--- src/rtl/stage_five_writeback_if.sv ---
// Upstream-facing bundle for the writeback stage: the instruction leaving the
// memory-access stage, the data-memory response, and the load-not-ready stall.
interface stage_five_writeback_if #(
   parameter int unsigned DATA_W = 32,
   parameter int unsigned RA_W   = 5
);
   logic              in_valid;
   logic              in_reg_write;
   logic              in_mem_to_reg;
   logic [RA_W-1:0]   in_rd;
   logic [DATA_W-1:0] in_alu_result;
   logic              mem_rdy;
   logic [DATA_W-1:0] mem_data;
   logic              stall_o;

   // Upstream pipeline / memory side
   modport master (
      output in_valid, in_reg_write, in_mem_to_reg, in_rd, in_alu_result, mem_rdy, mem_data,
      input  stall_o
   );

   // Writeback stage side
   modport slave (
      input  in_valid, in_reg_write, in_mem_to_reg, in_rd, in_alu_result, mem_rdy, mem_data,
      output stall_o
   );
endinterface

--- src/rtl/stage_five_writeback.sv ---
// Writeback stage: re-aligns control and ALU result with load data that arrives
// one cycle after the access, drives the register-file write port, and keeps
// forwarding info, performance counters and a sticky stall-timeout flag.
module stage_five_writeback #(
   parameter int unsigned DATA_W    = 32,
   parameter int unsigned RA_W      = 5,
   parameter int unsigned STALL_MAX = 255
) (
   input  logic                 clk,
   input  logic                 rst,
   stage_five_writeback_if.slave bus,
   output logic                 rf_we,
   output logic [RA_W-1:0]      rf_waddr,
   output logic [DATA_W-1:0]    rf_wdata,
   output logic                 fwd_valid,
   output logic [RA_W-1:0]      fwd_rd,
   output logic [31:0]          retired,
   output logic [31:0]          stall_cycles,
   output logic                 err_o
);

   localparam logic [7:0] StallMax = 8'(STALL_MAX);

   typedef enum logic {StBubble, StRun} slot_state_e;

   slot_state_e       state_q, state_d;
   logic              stall;
   logic              accept;
   logic              valid_a;
   logic              reg_write_a;
   logic              mem_to_reg_a;
   logic [RA_W-1:0]   rd_a;
   logic [DATA_W-1:0] alu_result_a;
   logic              we_a;
   logic [7:0]        stall_run;

   // A load whose memory is not ready cannot be accepted; upstream holds.
   assign stall           = bus.in_valid & bus.in_mem_to_reg & ~bus.mem_rdy;
   assign bus.stall_o     = stall;
   assign accept          = bus.in_valid & ~stall;

   assign valid_a   = (state_q == StRun);
   assign we_a      = valid_a & reg_write_a & (rd_a != '0);
   // Load data is not yet in the output register, so the hazard unit filters loads.
   assign fwd_valid = we_a;
   assign fwd_rd    = rd_a;

   // Slot A occupancy: every edge either takes the accepted instruction or a bubble.
   always_comb begin
      state_d = StBubble;
      if (accept) begin
         state_d = StRun;
      end
   end

   // Slot A state register.
   always_ff @(posedge clk or posedge rst) begin
      if (rst) begin
         state_q <= StBubble;
      end else begin
         state_q <= state_d;
      end
   end

   // Slot A payload; held on bubbles since it is don't-care when invalid.
   always_ff @(posedge clk or posedge rst) begin
      if (rst) begin
         reg_write_a  <= 1'b0;
         mem_to_reg_a <= 1'b0;
         rd_a         <= '0;
         alu_result_a <= '0;
      end else if (accept) begin
         reg_write_a  <= bus.in_reg_write;
         mem_to_reg_a <= bus.in_mem_to_reg;
         rd_a         <= bus.in_rd;
         alu_result_a <= bus.in_alu_result;
      end
   end

   // Register-file write port; address/data hold when no write happens.
   always_ff @(posedge clk or posedge rst) begin
      if (rst) begin
         rf_we    <= 1'b0;
         rf_waddr <= '0;
         rf_wdata <= '0;
      end else begin
         rf_we <= we_a;
         if (we_a) begin
            rf_waddr <= rd_a;
            rf_wdata <= mem_to_reg_a ? bus.mem_data : alu_result_a;
         end
      end
   end

   // Free-running retire and stall counters, both wrap.
   always_ff @(posedge clk or posedge rst) begin
      if (rst) begin
         retired      <= '0;
         stall_cycles <= '0;
      end else begin
         if (valid_a) begin
            retired <= retired + 32'd1;
         end
         if (stall) begin
            stall_cycles <= stall_cycles + 32'd1;
         end
      end
   end

   // Consecutive-stall run length and sticky timeout error.
   always_ff @(posedge clk or posedge rst) begin
      if (rst) begin
         stall_run <= '0;
         err_o     <= 1'b0;
      end else if (stall) begin
         if (stall_run < StallMax) begin
            stall_run <= stall_run + 8'd1;
         end
         // Set on the edge where the run length reaches StallMax.
         if (stall_run >= StallMax - 8'd1) begin
            err_o <= 1'b1;
         end
      end else begin
         stall_run <= '0;
      end
   end

endmodule

--- src/flat_wrapper.sv ---
// flat-port wrapper written by rule: the top's interface ports become plain ports
module stage_five_writeback_flat 
#(
   parameter int unsigned DATA_W    = 32,
   parameter int unsigned RA_W      = 5,
   parameter int unsigned STALL_MAX = 255
)
  (clk, rst, rf_we, rf_waddr, rf_wdata, fwd_valid, fwd_rd, retired, stall_cycles, err_o, bus_in_valid, bus_in_reg_write, bus_in_mem_to_reg, bus_in_rd, bus_in_alu_result, bus_mem_rdy, bus_mem_data, bus_stall_o);
  stage_five_writeback_if #(.DATA_W(DATA_W), .RA_W(RA_W)) bus_i ();
  input  logic clk;
  input  logic rst;
  output logic rf_we;
  output logic [RA_W-1:0] rf_waddr;
  output logic [DATA_W-1:0] rf_wdata;
  output logic fwd_valid;
  output logic [RA_W-1:0] fwd_rd;
  output logic [31:0] retired;
  output logic [31:0] stall_cycles;
  output logic err_o;
  input wire logic [$bits(bus_i.in_valid)-1:0] bus_in_valid;
  input wire logic [$bits(bus_i.in_reg_write)-1:0] bus_in_reg_write;
  input wire logic [$bits(bus_i.in_mem_to_reg)-1:0] bus_in_mem_to_reg;
  input wire logic [$bits(bus_i.in_rd)-1:0] bus_in_rd;
  input wire logic [$bits(bus_i.in_alu_result)-1:0] bus_in_alu_result;
  input wire logic [$bits(bus_i.mem_rdy)-1:0] bus_mem_rdy;
  input wire logic [$bits(bus_i.mem_data)-1:0] bus_mem_data;
  output wire logic [$bits(bus_i.stall_o)-1:0] bus_stall_o;
  assign bus_i.in_valid = bus_in_valid;
  assign bus_i.in_reg_write = bus_in_reg_write;
  assign bus_i.in_mem_to_reg = bus_in_mem_to_reg;
  assign bus_i.in_rd = bus_in_rd;
  assign bus_i.in_alu_result = bus_in_alu_result;
  assign bus_i.mem_rdy = bus_mem_rdy;
  assign bus_i.mem_data = bus_mem_data;
  assign bus_stall_o = bus_i.stall_o;
  stage_five_writeback #(.DATA_W(DATA_W), .RA_W(RA_W), .STALL_MAX(STALL_MAX)) u_core (.clk(clk), .rst(rst), .bus(bus_i), .rf_we(rf_we), .rf_waddr(rf_waddr), .rf_wdata(rf_wdata), .fwd_valid(fwd_valid), .fwd_rd(fwd_rd), .retired(retired), .stall_cycles(stall_cycles), .err_o(err_o));
endmodule
--- config.mk ---
export PLATFORM = sky130hd
export DESIGN_NAME = stage_five_writeback_flat
export DESIGN_NICKNAME = d
export VERILOG_FILES = /design/src/rtl/stage_five_writeback_if.sv /design/src/rtl/stage_five_writeback.sv /design/src/flat_wrapper.sv
export SDC_FILE = /design/constraint.sdc
export NUM_CORES = 1
export LEC_CHECK = 0
export BUFFER_PORTS_ARGS = -buffer_cell sky130_fd_sc_hd__buf_2
export CORE_MARGIN = 1.5
export CORE_UTILIZATION = 39
export CTS_BUF_LIST = sky130_fd_sc_hd__clkbuf_4 sky130_fd_sc_hd__clkbuf_8 sky130_fd_sc_hd__clkbuf_16
export DETAILED_ROUTE_END_ITERATION = 10
export PLACE_DENSITY_LB_ADDON = 0.2
export SYNTH_ARGS = -nofsm -noshare
export SYNTH_HDL_FRONTEND = slang
export SYNTH_SLANG_ARGS = --single-unit
--- constraint.sdc ---
create_clock -name clk -period 6.65 [get_ports clk]
set_input_delay 0.3325 -clock clk [delete_from_list [all_inputs] [get_ports clk]]
set_output_delay 0.3325 -clock clk [all_outputs]
set_load 0.01 [all_outputs]
======== After elaboration in Yosys (flattened, before gate mapping) ========
Cells that the tools add are included.
storage, ports and cells
  output and inout port bits .............. 110
  input port bits ......................... 75
  register bits after elaboration ......... 151
  logic and storage cells ................. 31
cells by class
  $add $sub $neg .......................... 3
  reductions and logical operators ........ 2
  mux-type cells .......................... 4
  equality and inequality tests ........... 1
  order comparisons ....................... 2
  bitwise logic cells ..................... 7
operators with widths
  operator               count
  $add 32x1->32 const B  2
  $mux 32                1
  $mux 8                 2
  $add 8x1->8 const B    1
  $ge 8x8->1 const B     1
  $lt 8x8->1 const B     1
  $and 1x1->1            5
  $reduce_bool 5->1      1
  $ne 2x2->1 const B     1
  $not 1->1              2
  $reduce_and 2->1       1
  $mux 1                 1

======== Depth between registers and ports, before layout ========
Gate-level depths: netlist of run 1.
  word-level depth ........................ 5
  depth in mapped cells ................... 6
  gate-level depth less buffers ........... 5

======== Worst setup path before layout of run 1 ========
OpenSTA, ideal clock, no wires.
  path kind ............................... reg-to-reg
  start point ............................. register u_core.rd_a[1] (netlist: u_core.fwd_rd[1])
  end point ............................... register u_core.rf_waddr[0]
  clock period less this slack ............ 1.854 ns
  path slack .............................. 4.796 ns
  setup time .............................. 0.125 ns
  cell stages (with the launch flop) ...... 5
  data arrival time ....................... 1.729 ns
  buffers on the path ..................... 1
  data required time ...................... 6.525 ns
  path through ............................ dfrtp_1 or4_1 o211ai_2 buf_2 mux2_2
on the way
  word-level cells in the longest chain between the ends .. 2
RTL lines
  item                    RTL line                    RTL
  start, declared         stage_five_writeback.sv:32  logic [RA_W-1:0] rd_a;
  start signal, assigned  stage_five_writeback.sv:75  rd_a <= bus.in_rd;
  $reduce_bool 5->1       stage_five_writeback.sv:43  assign we_a = valid_a & reg_write_a & (rd_a != '0);
  $and 1x1->1             stage_five_writeback.sv:43
  end signal, assigned    stage_five_writeback.sv:89  rf_waddr <= rd_a;
  end, declared           stage_five_writeback.sv:13  output logic [RA_W-1:0] rf_waddr,
Every way passes these cells.
A chain may end at the register's enable or synchronous reset.

======== Worst setup path after layout of run 1 ========
  start point ............................. register u_core.rd_a[1] (netlist: u_core.fwd_rd[1])
  end point ............................... output fwd_valid
on the way
  word-level cells in the longest chain between the ends .. 2
RTL lines
  item               RTL line                    RTL
  $reduce_bool 5->1  stage_five_writeback.sv:43
  $and 1x1->1        stage_five_writeback.sv:43
  end, declared      flat_wrapper.sv:15          output logic fwd_valid;
Every way passes these cells.

==> results of run 1 <==
registers in the layout, indices dropped and copies added, names as in the netlist:
| name | count |
|---|---|
| u_core.err_o | 1 |
| u_core.stall_run | 8 |
| u_core.reg_write_a | 1 |
| u_core.stall_cycles | 32 |
| u_core.rf_wdata | 32 |
| u_core.rf_we | 1 |
| u_core.mem_to_reg_a | 1 |
| u_core.rf_waddr | 5 |
| u_core.alu_result_a | 32 |
| u_core.fwd_rd | 5 |
| u_core.state_q | 1 |
| u_core.retired | 32 |
final timing paths:
check	from	endpoint	slack (ns)	cells after the start
min in group clk	bus_in_alu_result[20]	u_core.alu_result_a[20]$_DFFE_PP0P_	0.14	2
setup / recovery	u_core.fwd_rd[1]$_DFFE_PP0P_	fwd_valid	4.13	4
max in group asynchronous	rst	u_core.retired[1]$_DFFE_PP0P_	5.17	3
hold / removal	rst	u_core.retired[28]$_DFFE_PP0P_	0.008	2
hold reg to reg	u_core.stall_cycles[31]$_DFFE_PP0P_	u_core.stall_cycles[31]$_DFFE_PP0P_	0.47	1
setup reg to reg	u_core.fwd_rd[1]$_DFFE_PP0P_	u_core.rf_waddr[2]$_DFFE_PP0P_	4.17	4
cells in the mapped netlist (all sizes together):
cell       n
dfrtp    151
nand2     58
xnor2     48
mux2      43
o21ai     36
mux2i     32
nand3     25
nand4     25
nor3      16
xor2      16
inv       15
nor2      14
clkbuf    12
buf        9
and3       8
and4       6
a31oi      4
ha         4
nor4       4
or4        3
a211oi     2
nand3b     2
a21oi      1
a32o       1
and2       1
nand4b     1
nor3b      1
o2111ai    1
o211a      1
o211ai     1
o21bai     1
metal layers:
layer / share of wire (%) / vias up / global-route usage [%]
li1: - / 2278 / -
met1: 43 / 2308 / 22.6
met2: 47 / 143 / 28.4
met3: 6.1 / 34 / 5.33
met4: 3.0 / 2 / 8.55
met5: 0.087 / - / 0
worst reg2reg max path: cells and delay by family (launching register included):
| kind | cells | cell delay [ns] |
|---|---|---|
| simple gates | 1 | 0.58 |
| flops | 1 | 0.39 |
| buf+inv | 1 | 0.49 |
| mux | 1 | 0.39 |
| compound gates | 1 | 0.52 |
power breakdown:
| part | total [mW] | switching, mW | internal (mW) |
|---|---|---|---|
| Combinational | 0.413 | 0.218 | 0.195 |
| Sequential | 1.17 | 0.114 | 1.05 |
| Clock | 1.01 | 0.369 | 0.645 |
kinds of logic (layout without fill, tap and decap cells):
kind of cell / Yosys count / after routing
compound gates: 48 / 48
xor+xnor: 64 / 64
fa+ha+maj: 4 / 4
buf+inv: 36 / 235
flops: 151 / 151
mux: 75 / 75
other cells: 0 / 1
simple gates: 164 / 164
metrics by stage:
step / worst slack, ns / util [%] / power (mW) / cells
2_1_floorplan: 2.25 / - / 1.40 / 542
4_1_cts: 4.07 / 50.5 / 2.63 / 961
3_3_place_gp: 4.19 / 46.7 / 1.59 / 929
5_1_grt: 3.97 / 50.5 / 2.73 / 961
6_report: 4.13 / 50.5 / 2.60 / 962
3_5_place_dp: 4.15 / 46.7 / 1.60 / 929
cell type report:
type                    count  area [sq um]  share of cell area [%]
inverters                  15          61.3                   0.737
repair buffers            188           951                    11.4
flip-flops and latches    151          3780                    45.4
multi-input cells         355          2620                    31.5
diodes                      1          2.50                  0.0301
well taps                 220           275                    3.31
clock buffers              20           454                    5.46
clock inverters            12           175                    2.11
==> summary.md, run 1 <==
| Metric | Value |
|---|---|
| Outcome | `complete, no violations` |
| Syn avg cell area | `12.1 sq um` |
| Mux cell area share after synthesis | `12.3%` |
| Setup Buffers After CTS | `0` |
| Buf/Inv on CP | `2` |
| Static leakage | `4.06 nW` |
| Fillers | `1,531` |
| Post-DRT Antenna Nets | `0` |
| DR WL/cell | `15.5 microns` |
| Post-DP Area | `0.00769 sq mm` |
| Relative slew slack | `33.5%` |
| Synth Area in Simple Gates | `13.9%` |
| FMAX | `396 MHz` |
| Starting DRT DRC Count | `189` |
| Design area | `0.00832 sq mm` |
| Setup Viol. Count Final | `0` |
| Worst Setup End Kind | `output port` |
| CP Launch Type | `register` |
| Grt ovf | `0` |
| # DRC | `0` |
| Maxcap violations | `0` |
| Crit-path max cell delay | `0.58 ns` |
| Crit-path cells | `or4_1 -> o211ai_4 -> inv_1 -> buf_2` |
| Layout cells sized above 1 | `38.3%` |
| RSZ-0062 raised after global routing | `no` |
| Mapped Nets | `621` |
| Commonest cells after routing, fill and taps aside | `buf_2 (184), dfrtp_1 (150), nand2_1 (58)` |
| Tot GR Track Use | `17.9%` |
| Largest family of logic cells by synthesized area | `simple AND/OR/NAND/NOR gates` |
| Via count | `4,765` |
| Final Hold Fails | `0` |
| CTS Hold Bufs | `0` |
| Xor/xnor share of the synthesized area | `8.58%` |
| Die Width | `132 microns` |
| GP Congestion | `0.786` |
| Vias in the first global route | `4,871` |
| Final Skew | `0.00685 ns` |
| Crit path max-delay cell type | `or4_1` |
| Initial Utilization | `39.7%` |
| Post-CTS sizing | `0` |
| Die height | `132 microns` |
| Worst-margin pin slew | `0.998 ns` |
| Io pins | `185` |
| Setup TNS | `0 ns` |
| CTS clk-pin slew, worst paths | `0.06 ns` |
| Syn Inst Count | `542` |
| Yosys top cell by area | `dfrtp_1` |
| Fin. max-slew vios | `0` |
| Netlist cell types | `41` |
| Pwr Density | `312 mW/mm^2` |
| HPWL after detailed placement | `10,700 microns` |
| Min Hold Slack | `0.00834 ns` |
| Syn-to-layout area delta | `27.4%` |
| Via density | `4.95` |
| Htree depth | `4` |
| I/O Buffers | `184` |
| CTS tree | `yes` |
| WP data arrival | `2.19 ns` |
| Syn. warnings | `0` |
| Initial antenna violation count | `1` |
| Critical Path RT | `6.32 ns` |
| Maximum fanout along the worst path | `25` |
| Final Cycle Share | `37.9%` |
| WL final | `14,900 microns` |
| Sequential-to-total area share from yosys stat | `57.8%` |
| Largest net degree at the start of global routing | `78` |
| First-pass GRT wire length | `24,800 microns` |
| Clk buf depth | `2` |
| Clock period minus worst slack | `2.52 ns` |
| Worst min path class | `input pin to async pin` |
| Commonest non-fill, non-tap cell in the layout | `buf_2` |
| Post-Syn Area | `0.00653 sq mm` |
| Compound-gate portion of the synthesized area | `4.19%` |
| Drt first pass iters | `4` |
| #FFs+latches synth | `151` |
| Die area | `0.0175 sq mm` |
| Placement row count | `47` |
| Synth Area in Adders | `0.766%` |
| Critical path class | `register to output port` |
| Cts bufs inserted | `17` |
| Maximum VDD drop | `0.000190 V` |
| Kind of cell with the highest combined delay on the critical path | `simple AND/OR/NAND/NOR gates` |
| Core ar. | `0.0165 sq mm` |
| Root Buffer Master | `clkbuf_16` |
| Largest cells by area after synthesis | `dfrtp_1 (58%), mux2_2 (7.4%), xnor2_1 (6.4%), mux2i_1 (4.9%), nand2_1 (3.3%)` |
| CTS Sinks | `151` |
| Layout Nets | `807` |
| Skew-Pair Late Insertion Delay | `0.42 ns` |
| Top-area cell type share of the netlist area | `57.8%` |
Note: power is estimated with default switching activity, not from simulation.
==> run 2, diff against run 1 <==
==> constraint.sdc (replaced) <==
create_clock -name clk -period 2 [get_ports clk]
set_input_delay 0.1 -clock clk [delete_from_list [all_inputs] [get_ports clk]]
set_output_delay 0.1 -clock clk [all_outputs]
set_load 0.01 [all_outputs]
==> run 2 against run 1 <==
Clock skew up 0.0019 ns. Critical path depth is 1 higher. Die area stayed put. Final cell count grew 9.3%. Register-to-register slack worse by 4.1 ns. Non-clock buffer count grew 89. First-iteration DRC count fell by 2.1%. Hold slack gained 0.0086 ns. Sequential share of layout area is 4.7 points lower. Clock power grew to 3.4 times the previous value. Count of clock-buffer cells in the layout up 1. Sequential cell count unchanged.
==> summary.md, run 2 (synthesis results as in run 1) <==
| Metric | Value |
|---|---|
| Grt ovf | `0` |
| Starting DRT DRC Count | `185` |
| Combinational Power Share | `18.0%` |
| Reg-to-reg critical path startpoint | `u_core.fwd_rd[1]$_DFFE_PP0P_` |
| Final Hold Fails | `0` |
| Maxcap violations | `0` |
| HPWL after detailed placement | `10,900 microns` |
| Via density | `4.92` |
| Die height | `132 microns` |
| Critical path class | `register to output port` |
| Worst Setup End Kind | `output port` |
| CTS Sinks | `151` |
| Die area | `0.0175 sq mm` |
| Skew-Pair Late Insertion Delay | `0.42 ns` |
| RSZ-0062 raised after global routing | `no` |
| Crit path max-delay cell type | `or4_4` |
| Worst min path class | `input pin to register` |
| Vias in the first global route | `5,424` |
| Design area | `0.00929 sq mm` |
| CTS tree | `yes` |
| Tot GR Track Use | `19.4%` |
| Static leakage | `4.51 nW` |
| WP data arrival | `1.83 ns` |
| Commonest cells after routing, fill and taps aside | `buf_2 (183), dfrtp_1 (150), dlygate4sd3_1 (68)` |
| Die Width | `132 microns` |
| Drt first pass iters | `4` |
| Clock period minus worst slack | `1.93 ns` |
| DR WL/cell | `15.5 microns` |
| Buf/Inv on CP | `3` |
| Post-layout util | `56.4%` |
| Setup Viol. Count Final | `0` |
| Syn-to-layout area delta | `42.2%` |
| Crit path launch | `u_core.fwd_rd[1]$_DFFE_PP0P_` |
| Post-DP Area | `0.00785 sq mm` |
| Htree depth | `4` |
| Fin. max-slew vios | `0` |
| Reg area | `0.00378 sq mm` |
| Crit-path max cell delay | `0.54 ns` |
| First-pass GRT wire length | `27,200 microns` |
| Via count | `5,172` |
| Critical Path RT | `1.90 ns` |
| Layout Nets | `896` |
| Final Cycle Share | `96.6%` |
| Int Pwr | `6.49 mW` |
| Outcome | `complete, no violations` |
| Initial Utilization | `39.7%` |
| # DRC | `0` |
| Maximum VDD drop | `0.000595 V` |
| Initial antenna violation count | `1` |
| Clk buf depth | `2` |
| I/O Buffers | `184` |
| Root Buffer Master | `clkbuf_16` |
| GP Congestion | `0.782` |
| Switching power | `2.42 mW` |
| Largest net degree at the start of global routing | `65` |
| Layout cells sized above 1 | `37.0%` |
| Post-DRT Antenna Nets | `0` |
| Maximum fanout along the worst path | `3` |
| Worst-margin pin slew | `0.583 ns` |
| WL final | `16,300 microns` |
| Switching Share | `27.2%` |
| FMAX | `517 MHz` |
| Commonest non-fill, non-tap cell in the layout | `buf_2` |
| Cts bufs inserted | `17` |
| Crit-path cells | `or4_4 -> o211ai_4 -> buf_12 -> inv_2 -> buf_6` |
| CP Launch Type | `register` |
| Pwr Density | `959 mW/mm^2` |
| Final Skew | `0.00872 ns` |
| Fillers | `1,415` |
| Io pins | `185` |
| Kind of cell with the highest combined delay on the critical path | `simple AND/OR/NAND/NOR gates` |
| Seq pwr share | `43.5%` |
| Relative slew slack | `61.1%` |
| Placement row count | `47` |
| Clk pwr share | `38.5%` |
| Core ar. | `0.0165 sq mm` |
| HP Start | `bus_mem_data[2]` |
| Area of the multi-input gates | `0.00262 sq mm` |
| CTS clk-pin slew, worst paths | `0.06 ns` |
run 2: cell types whose count changed in the layout (fill, tap and decap cells not counted), sizes merged:
cell / before / now
clkinvlp: 3 / 2
clkbuf: 20 / 21
buf: 188 / 207
dlygate4sd3: 0 / 68
inv: 16 / 15
bufbuf: 0 / 2
clkinv: 4 / 5
run 2: repair_timing:
item / in CTS / in global routing
cloned: 2 / 0
pin swaps: 2 / 2
endpoints found under the setup margin: 1 / 12
gates resized for setup: 2 / 2
endpoints found under the hold margin: 89 / 0
setup buffers: 5 / 0
hold buffers: 68 / 0
run 2: worst paths after layout:
check	end	slack [ns]	cells past startpoint
setup / recovery	fwd_valid	0.07	5
hold / removal	u_core.rf_wdata[2]$_DFFE_PP0P_	0.02	3
setup reg to reg	u_core.rf_wdata[18]$_DFFE_PP0P_	0.07	7
hold reg to reg	u_core.retired[31]$_DFFE_PP0P_	0.47	1
max in group asynchronous	u_core.mem_to_reg_a$_DFFE_PP0P_	0.97	4
min in group asynchronous	u_core.retired[31]$_DFFE_PP0P_	0.31	3
run 2: cell type report:
class	instances	area share, %
sequential	151	40.7
tap	220	2.96
clock buffer	21	4.97
multi-input combinational	355	28.3
timing repair buffer	277	20.6
clock inverter	11	1.86
inverter	15	0.647
antenna	1	0.0269
run 2: power by group through the flow:
| stage | logic, mW | registers, mW | clock network [mW] |
|---|---|---|---|
| 6_report | 1.60 | 3.88 | 3.43 |
| 5_1_grt | 1.76 | 3.94 | 3.62 |
| 4_1_cts | 1.61 | 3.87 | 3.51 |
| 3_5_place_dp | 1.45 | 3.93 | 0 |
| 3_3_place_gp | 1.42 | 3.89 | 0 |
| 2_1_floorplan | 0.630 | 4.02 | 0 |
run 2: worst reg2reg max path, stage by stage, from the launching register on:
cell      delay [ns]
dfrtp_1         0.38
or4_4           0.54
o211ai_4        0.22
buf_4           0.16
buf_4           0.16
buf_6           0.19
nand2_1         0.09
o21ai_0         0.09
run 2: layer usage:
layer | vias up | track usage [%] | share of wire [%]
met3 | 34 | 4.64 | 4.5
met2 | 136 | 32.4 | 49
met1 | 2549 | 23.7 | 43
met4 | 0 | 9.58 | 3.4
li1 | 2453 | - | -
met5 | - | 0 | 0
run 2: stage by stage:
stage          total power [mW]  TNS [ns]  hold slack, ns  worst slack, ns  instances
6_report                   8.91         0          0.0170           0.0676       1051
5_1_grt                    9.33         0          0.0322          0.00725       1051
4_1_cts                    9.00         0         0.00213           0.0127       1050
3_5_place_dp               5.37         0           0.194            0.114        943
3_3_place_gp               5.31         0           0.184            0.147        943
2_1_floorplan              4.65    -0.446           0.251         -0.00296        542
